$ cat config.mk
export PLATFORM = sky130hd
export DESIGN_NAME = mem_bus_ctrl
export DESIGN_NICKNAME = d
export VERILOG_FILES = /design/src/rtl/mem_bus_ctrl_pkg.sv /design/src/rtl/mem_lane_align.sv /design/src/rtl/mem_bus_ctrl.sv
export SDC_FILE = /design/constraint.sdc
export NUM_CORES = 1
export LEC_CHECK = 0
export CAP_MARGIN = 10
export CELL_PAD_IN_SITES_DETAIL_PLACEMENT = 0
export CELL_PAD_IN_SITES_GLOBAL_PLACEMENT = 2
export CORE_AREA = 2 2 116 202
export DETAILED_ROUTE_END_ITERATION = 8
export DIE_AREA = 0 0 118 204
export PLACE_DENSITY = 0.91
export SKIP_LAST_GASP = 1
export SLEW_MARGIN = 10
export SYNTH_ARGS = -nofsm -noshare
export SYNTH_HDL_FRONTEND = slang
export SYNTH_SLANG_ARGS = --single-unit
$ cat constraint.sdc
create_clock -name clk -period 2.9 [get_ports clk]
set_clock_uncertainty 0.1 [all_clocks]
set_input_delay 0.435 -clock clk [delete_from_list [all_inputs] [get_ports clk]]
set_output_delay 0.435 -clock clk [all_outputs]
set_load 0.02 [all_outputs]
$ cat src/rtl/mem_bus_ctrl_pkg.sv
// Shared encodings for the data-memory bus controller: access sizes and FSM states.
package mem_bus_ctrl_pkg;

    localparam logic [1:0] DSIZE_B = 2'b00;
    localparam logic [1:0] DSIZE_H = 2'b01;
    localparam logic [1:0] DSIZE_W = 2'b10;

    typedef enum logic [1:0] {
        MBC_IDLE  = 2'b00,
        MBC_ISSUE = 2'b01,
        MBC_WAIT  = 2'b10,
        MBC_DONE  = 2'b11
    } mbc_state_e;

endpackage

$ cat src/rtl/mem_lane_align.sv
// Byte-lane steering for stores, lane extraction/extension for loads, alignment check.
module mem_lane_align
    import mem_bus_ctrl_pkg::*;
(
    input  logic [1:0]  addr,
    input  logic [1:0]  size,
    input  logic        ld_unsigned,
    input  logic [31:0] wdata,
    input  logic [31:0] bus_rdata,
    output logic [3:0]  be,
    output logic [31:0] wdata_steered,
    output logic [31:0] rdata_ext,
    output logic        misalign
);

    logic [7:0]  rd_byte;
    logic [15:0] rd_half;

    always_comb begin
        rd_byte       = bus_rdata[8*addr +: 8];
        rd_half       = addr[1] ? bus_rdata[31:16] : bus_rdata[15:0];
        be            = 4'b1111;
        wdata_steered = wdata;
        rdata_ext     = bus_rdata;
        misalign      = 1'b0;
        case (size)
            DSIZE_B: begin
                be            = 4'b0001 << addr;
                wdata_steered = {4{wdata[7:0]}};
                rdata_ext     = ld_unsigned ? {24'b0, rd_byte} : {{24{rd_byte[7]}}, rd_byte};
            end
            DSIZE_H: begin
                be            = 4'b0011 << {addr[1], 1'b0};
                wdata_steered = {2{wdata[15:0]}};
                rdata_ext     = ld_unsigned ? {16'b0, rd_half} : {{16{rd_half[15]}}, rd_half};
                misalign      = addr[0];
            end
            // size 11 behaves as a word access
            default: begin
                misalign      = |addr;
            end
        endcase
    end

endmodule

$ cat src/rtl/mem_bus_ctrl.sv
// Data-memory bus controller behind the MEM stage: handshake FSM, watchdog and pipeline stall.
module mem_bus_ctrl
    import mem_bus_ctrl_pkg::*;
#(
    parameter int unsigned            TIMEOUT_W = 8,
    parameter logic [TIMEOUT_W-1:0]   TIMEOUT   = 8'd255
) (
    input  logic        clk,
    input  logic        rst,
    input  logic        dreq,
    input  logic        dwrite,
    input  logic [31:0] daddr,
    input  logic [1:0]  dsize,
    input  logic        ld_unsigned,
    input  logic [31:0] wdata,
    output logic [31:0] rdata,
    output logic        keep,
    output logic        err_misalign,
    output logic        err_timeout,
    output logic        bus_req,
    output logic        bus_write,
    output logic [31:0] bus_addr,
    output logic [3:0]  bus_be,
    output logic [31:0] bus_wdata,
    input  logic [31:0] bus_rdata,
    input  logic        bus_ready_n,
    input  logic        bus_busy
);

    mbc_state_e           state_q, state_d;
    logic [1:0]           lat_lane, lat_size;
    logic                 lat_uns;
    logic [TIMEOUT_W-1:0] watchdog, wd_inc;

    logic [1:0]  al_addr, al_size;
    logic        al_uns;
    logic [3:0]  al_be;
    logic [31:0] al_wdata, al_rdata;
    logic        al_mis;

    logic start_hit, mis_hit, ready_hit, to_hit, issue_go;

    // Live request drives the aligner in IDLE; afterwards the latched access does.
    assign al_addr = (state_q == MBC_IDLE) ? daddr[1:0]  : lat_lane;
    assign al_size = (state_q == MBC_IDLE) ? dsize       : lat_size;
    assign al_uns  = (state_q == MBC_IDLE) ? ld_unsigned : lat_uns;

    mem_lane_align u_align (
        .addr          (al_addr),
        .size          (al_size),
        .ld_unsigned   (al_uns),
        .wdata         (wdata),
        .bus_rdata     (bus_rdata),
        .be            (al_be),
        .wdata_steered (al_wdata),
        .rdata_ext     (al_rdata),
        .misalign      (al_mis)
    );

    assign wd_inc = watchdog + {{(TIMEOUT_W-1){1'b0}}, 1'b1};

    always_ff @(posedge clk) begin
        if (rst) state_q <= MBC_IDLE;
        else     state_q <= state_d;
    end

    always_comb begin
        state_d = state_q;
        case (state_q)
            MBC_IDLE:  if (dreq) state_d = al_mis ? MBC_DONE : MBC_ISSUE;
            MBC_ISSUE: if (!bus_busy) state_d = MBC_WAIT;
            MBC_WAIT:  if (!bus_ready_n || wd_inc == TIMEOUT) state_d = MBC_DONE;
            default:   state_d = MBC_IDLE;
        endcase
    end

    always_comb begin
        keep      = ((state_q == MBC_IDLE) && dreq) || (state_q == MBC_ISSUE) || (state_q == MBC_WAIT);
        bus_req   = (state_q == MBC_ISSUE) || (state_q == MBC_WAIT);
        start_hit = (state_q == MBC_IDLE) && dreq && !al_mis;
        mis_hit   = (state_q == MBC_IDLE) && dreq && al_mis;
        issue_go  = (state_q == MBC_ISSUE) && !bus_busy;
        ready_hit = (state_q == MBC_WAIT) && !bus_ready_n;
        to_hit    = (state_q == MBC_WAIT) && bus_ready_n && (wd_inc == TIMEOUT);
    end

    // Latched access, watchdog, load result and error pulses (each pulse lands in DONE)
    always_ff @(posedge clk) begin
        if (rst) begin
            lat_lane     <= 2'b00;
            lat_size     <= DSIZE_B;
            lat_uns      <= 1'b0;
            bus_write    <= 1'b0;
            bus_addr     <= 32'h0;
            bus_be       <= 4'h0;
            bus_wdata    <= 32'h0;
            watchdog     <= '0;
            rdata        <= 32'h0;
            err_misalign <= 1'b0;
            err_timeout  <= 1'b0;
        end else begin
            err_misalign <= mis_hit;
            err_timeout  <= to_hit;
            if (start_hit) begin
                lat_lane  <= daddr[1:0];
                lat_size  <= dsize;
                lat_uns   <= ld_unsigned;
                bus_write <= dwrite;
                bus_addr  <= {daddr[31:2], 2'b00};
                bus_be    <= al_be;
                bus_wdata <= al_wdata;
            end
            if (issue_go) watchdog <= '0;
            else if ((state_q == MBC_WAIT) && bus_ready_n) watchdog <= wd_inc;
            if (mis_hit) rdata <= 32'h0;
            else if (ready_hit && !bus_write) rdata <= al_rdata;
            else if (to_hit && !bus_write) rdata <= 32'h0;
        end
    end

endmodule

* Word level (Yosys, flattened, before mapping)
Cells that the tools add are included.
** Storage, ports and cells
- ROM bits :: 0
- Bits in latches :: 0
- Input port bits :: 105
- Output and inout bits :: 105
- Word-level logic and storage cells :: 64
- Memories :: 0
- Bits in writable memories :: 0
- Register bits after elaboration :: 116
** Operators by class
- Equality and inequality tests :: 7
- Magnitude comparators :: 0
- Divide/modulo/power cells :: 0
- Bitwise logic cells :: 0
- Reduce and logical (&&, ||, !) cells :: 24
- Multipliers :: 0
- Multiplexer cells :: 17
- Shift-type cells :: 3
- Add/sub/neg operators :: 1
** Operator list (number)
- $mux W32 :: 4
- $pmux W32 S2 :: 2
- $shiftx A32 B6 Y8 :: 1
- $mux W16 :: 1
- $mux W2 :: 6
- $logic_and A1 B1 Y1 :: 9
- $add A8 B1 Y8 const B :: 1
- $eq A8 B8 Y1 const B :: 1
- $pmux W4 S2 :: 1
- $ne A2 B2 Y1 const B :: 3
- $pmux W2 S3 :: 1
- $reduce_or A2 Y1 :: 3
- $eq A2 B1 Y1 const B :: 2
- $logic_not A1 Y1 :: 4
- $logic_not A2 Y1 :: 2
- $logic_or A1 B1 Y1 :: 4
- $shl A1 B2 Y4 const A :: 1
- $shl A2 B2 Y4 const A :: 1
- $reduce_and A3 Y1 :: 1
- $eq A2 B2 Y1 const B :: 1
- $pmux W1 S2 :: 1
- $reduce_bool A2 Y1 :: 1
- $mux W1 :: 1

* Logic depth before layout (Yosys ltp)
- Depth after elaboration :: 7
- Depth in mapped cells :: 12
- Mapped depth without buffers :: 7

* Hierarchy
From an unflattened synthesis, not the netlist that was laid out.
** Unflattened totals
- Cells, all modules :: 734
- Area total of the unflattened synthesis :: 5698.0 um^2
** By module, submodules not included
- mem_bus_ctrl :: instances 1, area each 4490.6 um^2, cells each 554
- mem_lane_align :: instances 1, area each 1207.4 um^2, cells each 180

* Worst setup path before layout
No wires, ideal clock.
- Path type :: reg-to-reg
- Start :: reg state_q[0]
- End :: reg rdata[0]
- Stages on the path, launching flop included :: 11
- Clock period less this slack :: 2.344 ns
- Slack :: 0.556 ns
- Data arrival time :: 2.127 ns
- Required time :: 2.683 ns
- Cell sequence :: dfxtp_1 inv_1 ha_1 buf_6 mux2_2 buf_6 a21o_1 buf_6 a22oi_2 o31ai_1 a22o_1
** Between the ends
- Longest elaborated chain between the ends :: 6
- Elaborated cells on any way between the ends :: 23
** RTL lines
- start, declared :: line mem_bus_ctrl.sv:30 : mbc_state_e state_q, state_d;
- start signal, assigned :: line mem_bus_ctrl.sv:64 : else state_q <= state_d;
- $logic_not A2 Y1 :: line mem_bus_ctrl.sv:44, mem_bus_ctrl.sv:45, mem_bus_ctrl.sv:81
- $mux W2 (on tied branches) :: line mem_bus_ctrl.sv:44, mem_bus_ctrl.sv:45
- $shiftx A32 B6 Y8 (tied with other cells) :: line mem_lane_align.sv:20 : rd_byte = bus_rdata[8*addr +: 8];
- $mux W32 (tied with other cells) :: line mem_lane_align.sv:30 : rdata_ext = ld_unsigned ? {24'b0, rd_byte} : {{24{rd_byte[7]}}, rd_byte};
- $pmux W32 S2 / $logic_and A1 B1 Y1 (equally long branches) :: line mem_lane_align.sv:26, mem_bus_ctrl.sv:81
- $mux W32 / $reduce_or A2 Y1 (equally long branches)
- end signal, assigned :: line mem_bus_ctrl.sv:116 : else if (ready_hit && !bus_write) rdata <= al_rdata;
- end, declared :: line mem_bus_ctrl.sv:16 : output logic [31:0] rdata,
Several ways; a longest one is shown, not always the timed one.
A chain may end at the register's enable or synchronous reset.

* Worst setup path after layout
- Start :: reg state_q[0]
- End :: out keep
** Between the ends
- Longest elaborated chain between the ends :: 4
- Elaborated cells on any way between the ends :: 6
** RTL lines
- $logic_not A2 Y1 :: line mem_bus_ctrl.sv:78 : keep = ((state_q == MBC_IDLE) && dreq) || (state_q == MBC_ISSUE) || (state_q == MBC_WAIT);
- $logic_and A1 B1 Y1 :: line mem_bus_ctrl.sv:78
- $logic_or A1 B1 Y1 :: line mem_bus_ctrl.sv:78
- $logic_or A1 B1 Y1 (*) :: line mem_bus_ctrl.sv:78
- end, declared :: line mem_bus_ctrl.sv:17 : output logic keep,
Mark *: on every way between the ends. The rest lies on a longest branch, timed or not.

==> out/results.ini <==
[run_status]
status=completed

[drt]
first_pass_iters=7
via_count=5452
first_iter_violations=298
via_per_inst=4.704
routed_wl_mm=19.59
wire_per_inst_um=16.91
post-route-drc-count=0
drtAntennaViolNets=0

[clocking]
clk_path_buf_depth=2
h-tree-depth=4
root_buffer=clkbuf_16
path_clk_slew_ns=0.06
cts_tree=yes
worstSkewPairLatency_ns=0.42
cts_sinks=116
cts_buffers=17

[die]
fp.dieW_um=118
start_util_pct=24.40
rows=73
die_area_um2=24070
io_pins=210
core_um2=22560
die_y_um=204

[logic_synthesis]
netlist_area_um2=5505
syn_inst=641
ys_seq_elements=116
avgSynthCellArea_um2=8.589
ys_types=61
synth-seq-area-share_pct=42.18
ys.flop_type=dfxtp_1
synth_edf_count=0
synthArstFlopShare_pct=0
yosysWarnings=0

[sta]
setup_viol=0
finalMaxSlewViolations=0
rsz0062_at_grt=false
finalCritPeriodShare_pct=93.83
fmax_ghz=0.3675
finalSetupTns_ns=0
finalHoldViolations=0
tightestPinTransition_ns=0.8850
slew-limit-headroom_pct=40.51
post-route-min-period_ns=2.721

[grt]
grt_pass1_vias=5376
antenna_found_initial=2
grt_pass1_wl_mm=30.45
grt_usage_pct=16.23
grt_overflow=0
grt_max_degree=51

[worst_setup_path]
cp.arrival_ns=2.19
cp-start-kind=flop
cp_max_fo=9
cp_cell_sequence=inv_1, ha_2, nand2_1, nand2_1, clkdlybuf4s50_1
worst_path_most_repeated_cell=nand2_1
crit_type=flop to output port
slowest_delay_ns=0.63
worst-path-buf-inv=2
cp_top_family=buffers and inverters
cp_slowest_cell=clkdlybuf4s50_1
crit_path_end_kind=output port
worstPathRequired_ns=2.37

[placement]
gp_congestion=0.8231
io_buffers=207
dp.cells=1125
place_area_um2=7898
hpwlAfterDp_mm=14.48

[power]
power.leakage_nw=2.983
vdd_ir_drop_max_mv=0.4103
power_mw=8.012
power.density_nw_per_um2=938.3

[layout]
final_common_cell=clkdlybuf4s50_1
fin_util_pct=37.85
fin_cells=1159
drive_gt1_share_pct=11.55
finalNetCount=955
area_growth_pct=55.11
final_cell_area_um2=8539
final_cell_mix=clkdlybuf4s50_1, nand2_1, dfxtp_1

[min_path]
min_path_type=primary input to flop

[flow_run]
maxCapViolations=0

-- sequential cells by signal, summed over array words and instances, names as in the netlist --
register / count
lat_lane: 2
bus_wdata: 32
rdata: 32
bus_write: 1
lat_size: 2
state_q: 2
bus_addr: 30
err_misalign: 1
err_timeout: 1
lat_uns: 1
bus_be: 4
watchdog: 8
-- final timing paths --
check,startpoint,endpoint,slack (ns),depth (start not counted)
setup / recovery,state_q[0],keep,0.18,5
hold / removal,rst,bus_be[3],0.27,2
setup reg to reg,state_q[0],rdata[3],0.34,8
hold reg to reg,lat_uns,lat_uns,0.35,2
-- cells in the mapped netlist (4+ instances only) --
master | count | share of area (%)
ha_1 | 6 | 1.4
inv_1 | 24 | 1.6
o32ai_1 | 8 | 1.3
nor3_1 | 8 | 0.73
buf_4 | 10 | 1.4
a311oi_1 | 11 | 1.7
a21oi_1 | 91 | 8.3
clkbuf_1 | 16 | 1.1
a21o_1 | 5 | 0.68
a22o_1 | 8 | 1.3
o2bb2ai_1 | 9 | 1.4
a32o_1 | 6 | 1.1
dfxtp_1 | 116 | 42
a211oi_1 | 15 | 2.0
o21ai_0 | 18 | 1.6
o22ai_1 | 6 | 0.68
nor2_1 | 42 | 2.9
mux2i_1 | 10 | 1.8
a222oi_1 | 6 | 1.1
nand3b_1 | 4 | 0.55
o32ai_2 | 9 | 2.7
nand3_1 | 6 | 0.55
xnor2_1 | 4 | 0.64
buf_2 | 17 | 1.5
nand2_1 | 120 | 8.2
buf_6 | 6 | 1.2
mux2_2 | 8 | 1.6
-- layout make-up --
type	instances	area [um2]
Multi-Input combinational cell	453	2820
Fill cell	2327	14020
Antenna cell	2	5.005
Inverter	24	90.09
Clock buffer	19	452.9
Clock inverter	13	181.4
Timing Repair Buffer	232	2292
Tap cell	300	375.4
Sequential cell	116	2322
-- worst register-to-register path: cells and delay by family, from the launching register on --
| kind | cells | cell delay [ns] |
|---|---|---|
| buffers and inverters | 2 | 0.32 |
| muxes | 2 | 0.84 |
| AOI/OAI and AO/OA | 3 | 0.56 |
| adders and majority gates | 1 | 0.31 |
| DFF | 1 | 0.33 |
-- metal layers --
metal	track usage, %	part of all wire (%)	vias to the layer above	wire length [um]
met5	0	0	-	0
met4	8.305	3.3	0	637
met2	28.38	51	188	10070
met1	18.05	40	2525	7848
met3	4.269	5.3	35	1043
li1	-	-	2704	-
-- kinds of logic (layout without fill, tap and decap cells) --
logic type | Yosys count | after routing | synth area share (%)
xor+xnor | 6 | 6 | 0.9545
mux | 22 | 22 | 4.795
other cells | 1 | 4 | 0.06812
flops | 116 | 116 | 42.18
compound gates | 215 | 215 | 27.89
fa+ha+maj | 6 | 6 | 1.364
simple gates | 202 | 202 | 15.89
buf+inv | 73 | 288 | 6.864
-- through the flow --
step | setup WS [ns] | hold slack [ns]
after CTS | 0.01048 | 0.2503
after global placement | 0.2385 | 0.3390
after floorplan | 0.5558 | 0.3338
after detailed placement | 0.1632 | 0.3470
after global routing | 0.07251 | 0.2614
final | 0.1789 | 0.2723
-- power by group --
part / switching [mW] / internal, mW / total [mW] / leakage, nW
Clock: 0.805 / 1.48 / 2.28 / 0.309
Combinational: 2.05 / 1.53 / 3.58 / 1.73
Sequential: 0.204 / 1.94 / 2.15 / 0.946
Total: 3.05 / 4.96 / 8.01 / 2.98
-- repair_timing --
item,in CTS,in global routing
setup endpoints to repair,0,1
hold endpoints to repair,0,0
hold buffers,0,0
resized for setup,0,1
setup buffers,0,0
Power figures use the tool's default switching activity.
